[config.mk]
export PLATFORM = sky130hd
export DESIGN_NAME = btn_debounce_bank
export DESIGN_NICKNAME = d
export VERILOG_FILES = /design/src/rtl/btn_debounce_bank.sv
export SDC_FILE = /design/constraint.sdc
export NUM_CORES = 1
export LEC_CHECK = 0
export BUFFER_PORTS_ARGS = -buffer_cell sky130_fd_sc_hd__buf_2
export CAP_MARGIN = 10
export CORE_MARGIN = 2
export CORE_UTILIZATION = 40
export CTS_CLUSTER_SIZE = 16
export DETAILED_ROUTE_END_ITERATION = 12
export GPL_ROUTABILITY_DRIVEN = 0
export GPL_TIMING_DRIVEN = 1
export SLEW_MARGIN = 20
export SYNTH_ARGS = -nofsm -noshare
export SYNTH_HDL_FRONTEND = slang
export SYNTH_SLANG_ARGS = --single-unit
export TNS_END_PERCENT = 50
[constraint.sdc]
create_clock -name clk -period 2.25 [get_ports clk]
set_input_delay 0.45 -clock clk [delete_from_list [all_inputs] [get_ports clk]]
set_output_delay 0.45 -clock clk [all_outputs]
set_load 0.005 [all_outputs]
[src/rtl/btn_debounce_bank.sv]
// btn_debounce_bank: per-channel two-flop synchronizer plus stable-interval debounce FSM for active-low buttons.
module btn_debounce_bank #(
  parameter int N = 20,
  parameter int W = 4
) (
  input  logic         clk,
  input  logic         reset_n,
  input  logic [W-1:0] btn_n,
  output logic [W-1:0] db_level,
  output logic [W-1:0] db_tick
);
  typedef enum logic [1:0] {ZERO, WAIT1, ONE, WAIT0} state_t;
  logic [W-1:0] r_sync1, r_sync2;
  logic [W-1:0] w_lvl, w_tick;
  always_ff @(posedge clk or negedge reset_n) begin
    if (!reset_n) begin
      r_sync1  <= '0;
      r_sync2  <= '0;
      db_level <= '0;
      db_tick  <= '0;
    end else begin
      r_sync1  <= ~btn_n;
      r_sync2  <= r_sync1;
      db_level <= w_lvl;
      db_tick  <= w_tick;
    end
  end
  for (genvar i = 0; i < W; i++) begin : g_ch
    state_t       r_state, w_next;
    logic [N-1:0] r_cnt, w_cnt;
    logic         w_p, w_tk;
    assign w_p = r_sync2[i];
    always_comb begin
      w_next = r_state;
      w_cnt  = r_cnt;
      w_tk   = 1'b0;
      case (r_state)
        ZERO: if (w_p) begin
          w_next = WAIT1;
          w_cnt  = '1;
        end
        WAIT1: if (!w_p) w_next = ZERO;
          else if (r_cnt != '0) w_cnt = r_cnt - 1'b1;
          else begin
            w_next = ONE;
            w_tk   = 1'b1;
          end
        ONE: if (!w_p) begin
          w_next = WAIT0;
          w_cnt  = '1;
        end
        WAIT0: if (w_p) w_next = ONE;
          else if (r_cnt != '0) w_cnt = r_cnt - 1'b1;
          else w_next = ZERO;
      endcase
    end
    always_ff @(posedge clk or negedge reset_n) begin
      if (!reset_n) begin
        r_state <= ZERO;
        r_cnt   <= '0;
      end else begin
        r_state <= w_next;
        r_cnt   <= w_cnt;
      end
    end
    // Level and tick are registered from the next state so they change on the same edge as the FSM.
    assign w_lvl[i]  = (w_next == ONE) || (w_next == WAIT0);
    assign w_tick[i] = w_tk;
  end
endmodule

==> results.sh, run 1 <==
export IMPL_outcome="complete, but fails checks"
export IMPL_failed_checks="setup timing"
export IMPL_tritoncts_sinks=104
export IMPL_total_power_w=0.003848
export IMPL_post_cts_hold_fix_bufs=0
export IMPL_synthDistinctLibCells=55
export IMPL_ys_dominant_reg_cell="sky130_fd_sc_hd__dfrtp_1"
export IMPL_maxClockFrequency_ghz=0.4356
export IMPL_synth_net_count=534
export IMPL_setup_worst_path_start_class="flip-flop"
export IMPL_vias=4268
export IMPL_fp_dieH_um=118.2
export IMPL_detailedPlacementHpwl_mm=7.830
export IMPL_viasPerCell=5.437
export IMPL_finish_net_count=618
export IMPL_vdd_drop_max_v=0.0005352
export IMPL_class_of_the_most_critical_hold_timing_path="primary input to async pin"
export IMPL_report_final_setup_viol=1
export IMPL_fin_util_pct=51.19
export IMPL_grt_overflow_total=0
export IMPL_cts_clk_slew_worst_paths_ps=70
export IMPL_diodes=0
export IMPL_power_density_mw_per_mm2=593.3
export IMPL_syn_avg_cell_area_sq_um=9.959
export IMPL_chip_width_um=118.2
export IMPL_pin_count=14
export IMPL_netlist_area_leader_share_pct=49.87
export IMPL_slew_at_the_pin_closest_to_its_max_slew_limit_ps=867.7
export IMPL_timing_final_crit_share_pct=102.0
export IMPL_critPathMaxFanout=5
export IMPL_cts_buffer_depth=2
export IMPL_area_growth_pct=24.29
export IMPL_synth_most_common_cell="sky130_fd_sc_hd__dfrtp_1"
export IMPL_cts_tree="built"
export IMPL_synth_seq_area_share_pct=49.87
export IMPL_ys_top_cells_by_count="104 x sky130_fd_sc_hd__dfrtp_1, 49 x sky130_fd_sc_hd__nand2_1, 28 x sky130_fd_sc_hd__nor2_1"
export IMPL_critPathArrivalTime_ps=2570
export IMPL_use_met2_pct=26.48
export IMPL_drv_cap=0
export IMPL_post_synth_main_area_contributors="sky130_fd_sc_hd__dfrtp_1 50%, sky130_fd_sc_hd__xnor2_1 4.0%, sky130_fd_sc_hd__nand2_1 3.5%, sky130_fd_sc_hd__or4_1 3.5%, sky130_fd_sc_hd__nor4_1 3.0%"
export IMPL_grt_pass1_wl_mm=19.43
export IMPL_wirelength_mm=11.63
export IMPL_grt_met1_usage_pct=22.94
export IMPL_grt_antenna_before_repair=0
export IMPL_clock_skew_ps=7.332
export IMPL_cellLeakagePower_nw=2.309
export IMPL_grt_use_total_pct=16.94
export IMPL_die_area_sq_mm=0.01398
export IMPL_final_max_slew_violation_count=0
export IMPL_grt_max_degree=45
export IMPL_timing_max_slew_rel_slack_pct=41.74
export IMPL_number_of_enable_flip_flop_cells_after_synthesis=0
export IMPL_crit_required_ps=2530
export IMPL_fraction_of_final_layout_cells_sized_beyond_drive_strength_1_pct=25.77
export IMPL_htreeDepth=3
export IMPL_drc_errors=0
export IMPL_placementRows=41
export IMPL_worstSkewPairLatency_ps=360
export IMPL_netlist_area_sq_mm=0.005219
export IMPL_layout_filler_cells=1174
export IMPL_coreArea_sq_mm=0.01267
export IMPL_place_port_buffers=13
export IMPL_timing_setup_tns_ps=-45.54
export IMPL_root_cell_of_the_clock_tree="sky130_fd_sc_hd__clkbuf_16"
export IMPL_synth_top_area_cell="sky130_fd_sc_hd__dfrtp_1"
export IMPL_drt_iter0_markers=241
export IMPL_grt_setup_unrepaired="yes"
export IMPL_wl_per_cell_um=14.81
export IMPL_critical_path_class="flip-flop to flip-flop"
export IMPL_drt_pass1_iterations=4
export IMPL_gr_usage_met3_pct=4.102
export IMPL_worstSetupEndpointType="flip-flop"
export IMPL_asyncSetResetFlopFracSynth_pct=100.0
export IMPL_busiest_layer="met2"
export IMPL_first_global_vias=4111
export IMPL_floorplan_initialDensity_pct=41.19
export IMPL_cts_buffer_count=9
export IMPL_ys_seq_elements=104
export IMPL_number_of_nets_still_failing_antenna_checks_after_routing=0
export IMPL_final_hold_violation_count=0
export IMPL_post_route_min_period_ps=2296
export IMPL_post_route_worst_setup_slack_ps=-45.54
export IMPL_synthCells=524
export IMPL_ys_warn_count=0
==> routing by layer <==
metal / up-vias / wire length, um
met1: 2073 / 5439
li1: 2110 / -
met5: - / 0
met4: 0 / 212
met3: 21 / 395
met2: 64 / 5579
==> layout by cell type (no fill, tap or decap), types with 8 or more instances in the layout <==
| cell | n |
|---|---|
| sky130_fd_sc_hd__nor4_1 | 21 |
| sky130_fd_sc_hd__nor3_1 | 16 |
| sky130_fd_sc_hd__nand2_1 | 49 |
| sky130_fd_sc_hd__a21oi_1 | 21 |
| sky130_fd_sc_hd__and3_1 | 10 |
| sky130_fd_sc_hd__inv_1 | 12 |
| sky130_fd_sc_hd__xor2_1 | 14 |
| sky130_fd_sc_hd__nand3_1 | 26 |
| sky130_fd_sc_hd__or3_1 | 14 |
| sky130_fd_sc_hd__and4_1 | 8 |
| sky130_fd_sc_hd__buf_4 | 78 |
| sky130_fd_sc_hd__dfrtp_1 | 104 |
| sky130_fd_sc_hd__or4_4 | 9 |
| sky130_fd_sc_hd__nor2_1 | 27 |
| sky130_fd_sc_hd__o21ai_0 | 19 |
| sky130_fd_sc_hd__xnor2_1 | 24 |
| sky130_fd_sc_hd__or4_1 | 16 |
| sky130_fd_sc_hd__clkbuf_16 | 9 |
| sky130_fd_sc_hd__buf_2 | 14 |
| sky130_fd_sc_hd__o31ai_1 | 15 |
| sky130_fd_sc_hd__nand2b_1 | 8 |
==> cell type report <==
class	instances	area, sq um	area share [%]
multi-input cells	382	2604	40.14
flip-flops and latches	104	2603	40.12
repair buffers	96	709.4	10.94
clock buffers	10	229.0	3.530
well taps	172	215.2	3.318
clock inverters	6	67.56	1.042
inverters	15	58.81	0.9066
==> cells by family after synthesis <==
kind of cell,count (synthesis),share of synthesized area [%]
AO/OA/AOI/OAI,88,11.10
AND/OR/NAND/NOR,246,27.26
buffers and inverters,38,3.165
flip-flops,104,49.87
XOR/XNOR,38,6.377
adder cells (fa/ha/maj),4,0.9590
multiplexers,6,1.271
==> worst max-delay path: stages, from the launching register on <==
cell and delay, ps:
sky130_fd_sc_hd__dfrtp_1 410, sky130_fd_sc_hd__inv_2 90, sky130_fd_sc_hd__ha_4 130, sky130_fd_sc_hd__or4b_4 460, sky130_fd_sc_hd__or3_4 400, sky130_fd_sc_hd__nor3_4 180, sky130_fd_sc_hd__or4b_1 450, sky130_fd_sc_hd__nand3_1 110
==> stage by stage <==
stage / cells / cell area, sq um / setup slack [ps] / hold WS [ps]
5_1_grt: 785 / 6486 / -143.0 / 18.22
4_1_cts: 774 / 6284 / -38.84 / 4.340
3_5_place_dp: 758 / 5962 / -92.00 / 334.7
6_report: 785 / 6486 / -45.54 / 0.01443
2_1_floorplan: 524 / 5249 / -192.6 / 154.4
3_3_place_gp: 758 / 5962 / -33.32 / 334.8
==> final timing paths <==
path / startpoint / endpoint / slack (ps) / depth (start not counted)
setup / recovery: g_ch[0].r_cnt[0]$_DFFE_PN0P_ / g_ch[0].r_cnt[18]$_DFFE_PN0P_ / -50 / 7
max in group asynchronous: reset_n / g_ch[2].r_cnt[11]$_DFFE_PN0P_ / 1620 / 2
min in group clk: btn_n[0] / r_sync1[0]$_DFF_PN0_ / 230 / 2
hold / removal: reset_n / g_ch[3].r_cnt[19]$_DFFE_PN0P_ / 0.01 / 1
hold reg to reg: r_sync1[3]$_DFF_PN0_ / r_sync2[3]$_DFF_PN0_ / 350 / 0
setup reg to reg: g_ch[0].r_cnt[0]$_DFFE_PN0P_ / g_ch[0].r_cnt[18]$_DFFE_PN0P_ / -50 / 7
==> power by group <==
group	leakage (nW)	internal, W	total [W]	switching, W
registers	1.03	0.00193	0.00197	0.0000492
logic	1.14	0.000125	0.000290	0.000166
clock network	0.139	0.000867	0.00158	0.000716
==> flip-flops by register name, summed over array words and instances (netlist names) <==
signal / cells
g_ch.r_state: 8
db_level: 4
g_ch.r_cnt: 80
r_sync2: 4
db_tick: 4
r_sync1: 4
==> what timing repair did <==
action / CTS / global route
setup buffers: 0 / 9
hold endpoints to repair: 0 / 0
resized for setup: 5 / 29
pin swaps: 2 / 15
gates cloned: 0 / 2
endpoints found under the setup margin: 16 / 46
No activity file was read; power rests on OpenSTA's default activity.
==> run 2, diff against run 1 <==
--- a/config.mk
+++ b/config.mk
@@ -13,6 +13,7 @@
 export DETAILED_ROUTE_END_ITERATION = 12
 export GPL_ROUTABILITY_DRIVEN = 0
 export GPL_TIMING_DRIVEN = 1
+export PLACE_DENSITY = 0.58
 export SLEW_MARGIN = 20
 export SYNTH_ARGS = -nofsm -noshare
 export SYNTH_HDL_FRONTEND = slang
==> results.sh, run 2 (synthesis gave the netlist of run 1 again) <==
export IMPL_outcome="complete, but fails checks"
export IMPL_failed_checks="setup timing"
export IMPL_htreeDepth=3
export IMPL_timing_max_slew_rel_slack_pct=55.88
export IMPL_cellLeakagePower_nw=2.371
export IMPL_clock_skew_ps=10.52
export IMPL_grt_max_degree=43
export IMPL_final_max_slew_violation_count=0
export IMPL_critPathArrivalTime_ps=2550
export IMPL_maxClockFrequency_ghz=0.4413
export IMPL_detail_route_wirelength_met1_mm=5.729
export IMPL_slew_at_the_pin_closest_to_its_max_slew_limit_ps=657.1
export IMPL_viasPerCell=5.590
export IMPL_vdd_drop_max_v=0.0003677
export IMPL_grt_pass1_wl_mm=19.88
export IMPL_drv_cap=0
export IMPL_chip_width_um=118.2
export IMPL_diodes=0
export IMPL_startpoint="g_ch[0].r_cnt[0]$_DFFE_PN0P_"
export IMPL_cts_tree="built"
export IMPL_fraction_of_final_layout_cells_sized_beyond_drive_strength_1_pct=26.68
export IMPL_grt_setup_unrepaired="yes"
export IMPL_grt_overflow_total=0
export IMPL_met2_length_mm=5.740
export IMPL_post_route_worst_setup_slack_ps=-15.85
export IMPL_grt_antenna_before_repair=0
export IMPL_vias=4377
export IMPL_fp_dieH_um=118.2
export IMPL_critPathMaxFanout=5
export IMPL_final_cell_mix="104 x sky130_fd_sc_hd__dfrtp_1, 75 x sky130_fd_sc_hd__buf_4, 49 x sky130_fd_sc_hd__nand2_1, 27 x sky130_fd_sc_hd__nor2_1, 25 x sky130_fd_sc_hd__nand3_1"
export IMPL_tritoncts_sinks=104
export IMPL_total_power_w=0.004051
export IMPL_placementRows=41
export IMPL_detailedPlacementHpwl_mm=7.822
export IMPL_wl_per_cell_um=15.28
export IMPL_wirelength_mm=11.96
export IMPL_coreArea_sq_mm=0.01267
export IMPL_die_area_sq_mm=0.01398
export IMPL_first_global_vias=4232
export IMPL_worstSkewPairLatency_ps=360
export IMPL_dpl_cell_count=757
export IMPL_worstSetupEndpointType="flip-flop"
export IMPL_largest_register_ffs=80
export IMPL_floorplan_initialDensity_pct=41.19
export IMPL_setup_worst_path_start_class="flip-flop"
export IMPL_report_final_setup_viol=4
export IMPL_cts_clk_slew_worst_paths_ps=70
export IMPL_grt_use_total_pct=17.15
export IMPL_largestRegisters="g_ch.r_cnt x80, g_ch.r_state x8"
export IMPL_mostFrequentLayoutCell="sky130_fd_sc_hd__dfrtp_1"
export IMPL_place_port_buffers=13
export IMPL_finish_net_count=616
export IMPL_critical_path_reg2reg_startpoint="g_ch[0].r_cnt[0]$_DFFE_PN0P_"
export IMPL_class_of_the_most_critical_hold_timing_path="primary input to async pin"
export IMPL_top_register="g_ch.r_cnt"
export IMPL_cts_buffer_count=9
export IMPL_post_route_min_period_ps=2266
export IMPL_pin_count=14
export IMPL_final_hold_violation_count=0
export IMPL_cts_buffer_depth=2
export IMPL_post_cts_hold_fix_bufs=0
export IMPL_met3_wirelength_um=286
export IMPL_layout_cells_non_filler=783
export IMPL_drc_errors=0
export IMPL_number_of_nets_still_failing_antenna_checks_after_routing=0
export IMPL_maxUsedRoutingLayer="met4"
export IMPL_power_density_mw_per_mm2=616.9
export IMPL_critical_path_class="flip-flop to flip-flop"
export IMPL_drt_pass1_iterations=4
export IMPL_crit_required_ps=2530
export IMPL_timing_final_crit_share_pct=100.7
export IMPL_area_growth_pct=25.82
export IMPL_drt_iter0_markers=216
export IMPL_root_cell_of_the_clock_tree="sky130_fd_sc_hd__clkbuf_16"
run 2: metal layers:
metal | track usage [%] | vias up
li1 | - | 2119
met4 | 7.455 | 0
met2 | 26.95 | 64
met5 | 0 | -
met1 | 23.39 | 2179
met3 | 2.847 | 15
run 2: power breakdown:
group,leakage (nW),switching (W),total [W],internal [W]
registers,1.03,0.0000479,0.00197,0.00193
clock network,0.163,0.000732,0.00177,0.00104
logic,1.18,0.000174,0.000306,0.000132
run 2: path summary, 6_finish.rpt:
check	end	slack, ps	cells after the start
worst max-delay path	g_ch[0].r_cnt[18]$_DFFE_PN0P_	-20	7
worst min-delay path	g_ch[3].r_cnt[14]$_DFFE_PN0P_	30	1
worst max register to register	g_ch[0].r_cnt[18]$_DFFE_PN0P_	-20	7
worst min register to register	r_sync2[3]$_DFF_PN0_	350	0
max in group asynchronous	g_ch[1].r_cnt[10]$_DFFE_PN0P_	1540	2
min in group clk	r_sync1[2]$_DFF_PN0_	230	2
run 2: per-stage QoR:
step                worst slack [ps]  utilization, %  hold slack, ps  area, sq um  TNS, ps
floorplan                     -192.6               -           154.4         5249   -522.5
global placement              -17.28           46.99           333.8         5954   -37.44
detailed placement            -103.9           46.99           336.3         5954   -461.6
CTS                           -43.52           49.81           47.28         6311   -50.58
global route                  -114.0           51.82           73.15         6566    -1083
finish                        -15.85           51.82           31.35         6566   -42.23
run 2: area by class of cell:
type,instances,area (sq um)
Clock inverter,4,73.82
Multi-Input combinational cell,382,2661
Timing Repair Buffer,94,698.2
Tap cell,172,215.2
Inverter,15,58.81
Clock buffer,12,256.5
Sequential cell,104,2603
Fill cell,1159,6105
run 2: repair_timing:
item,in CTS,in global routing
endpoints found under the setup margin,16,39
gates cloned,0,2
setup buffers,0,8
resized for setup,5,38
pin swaps,0,12
run 2: critical path, stage by stage (launching register included):
cell	delay (ps)
sky130_fd_sc_hd__dfrtp_1	390
sky130_fd_sc_hd__inv_2	80
sky130_fd_sc_hd__ha_4	130
sky130_fd_sc_hd__or4b_4	460
sky130_fd_sc_hd__or3_4	430
sky130_fd_sc_hd__nor3_4	150
sky130_fd_sc_hd__or4b_4	480
sky130_fd_sc_hd__nand3_2	90
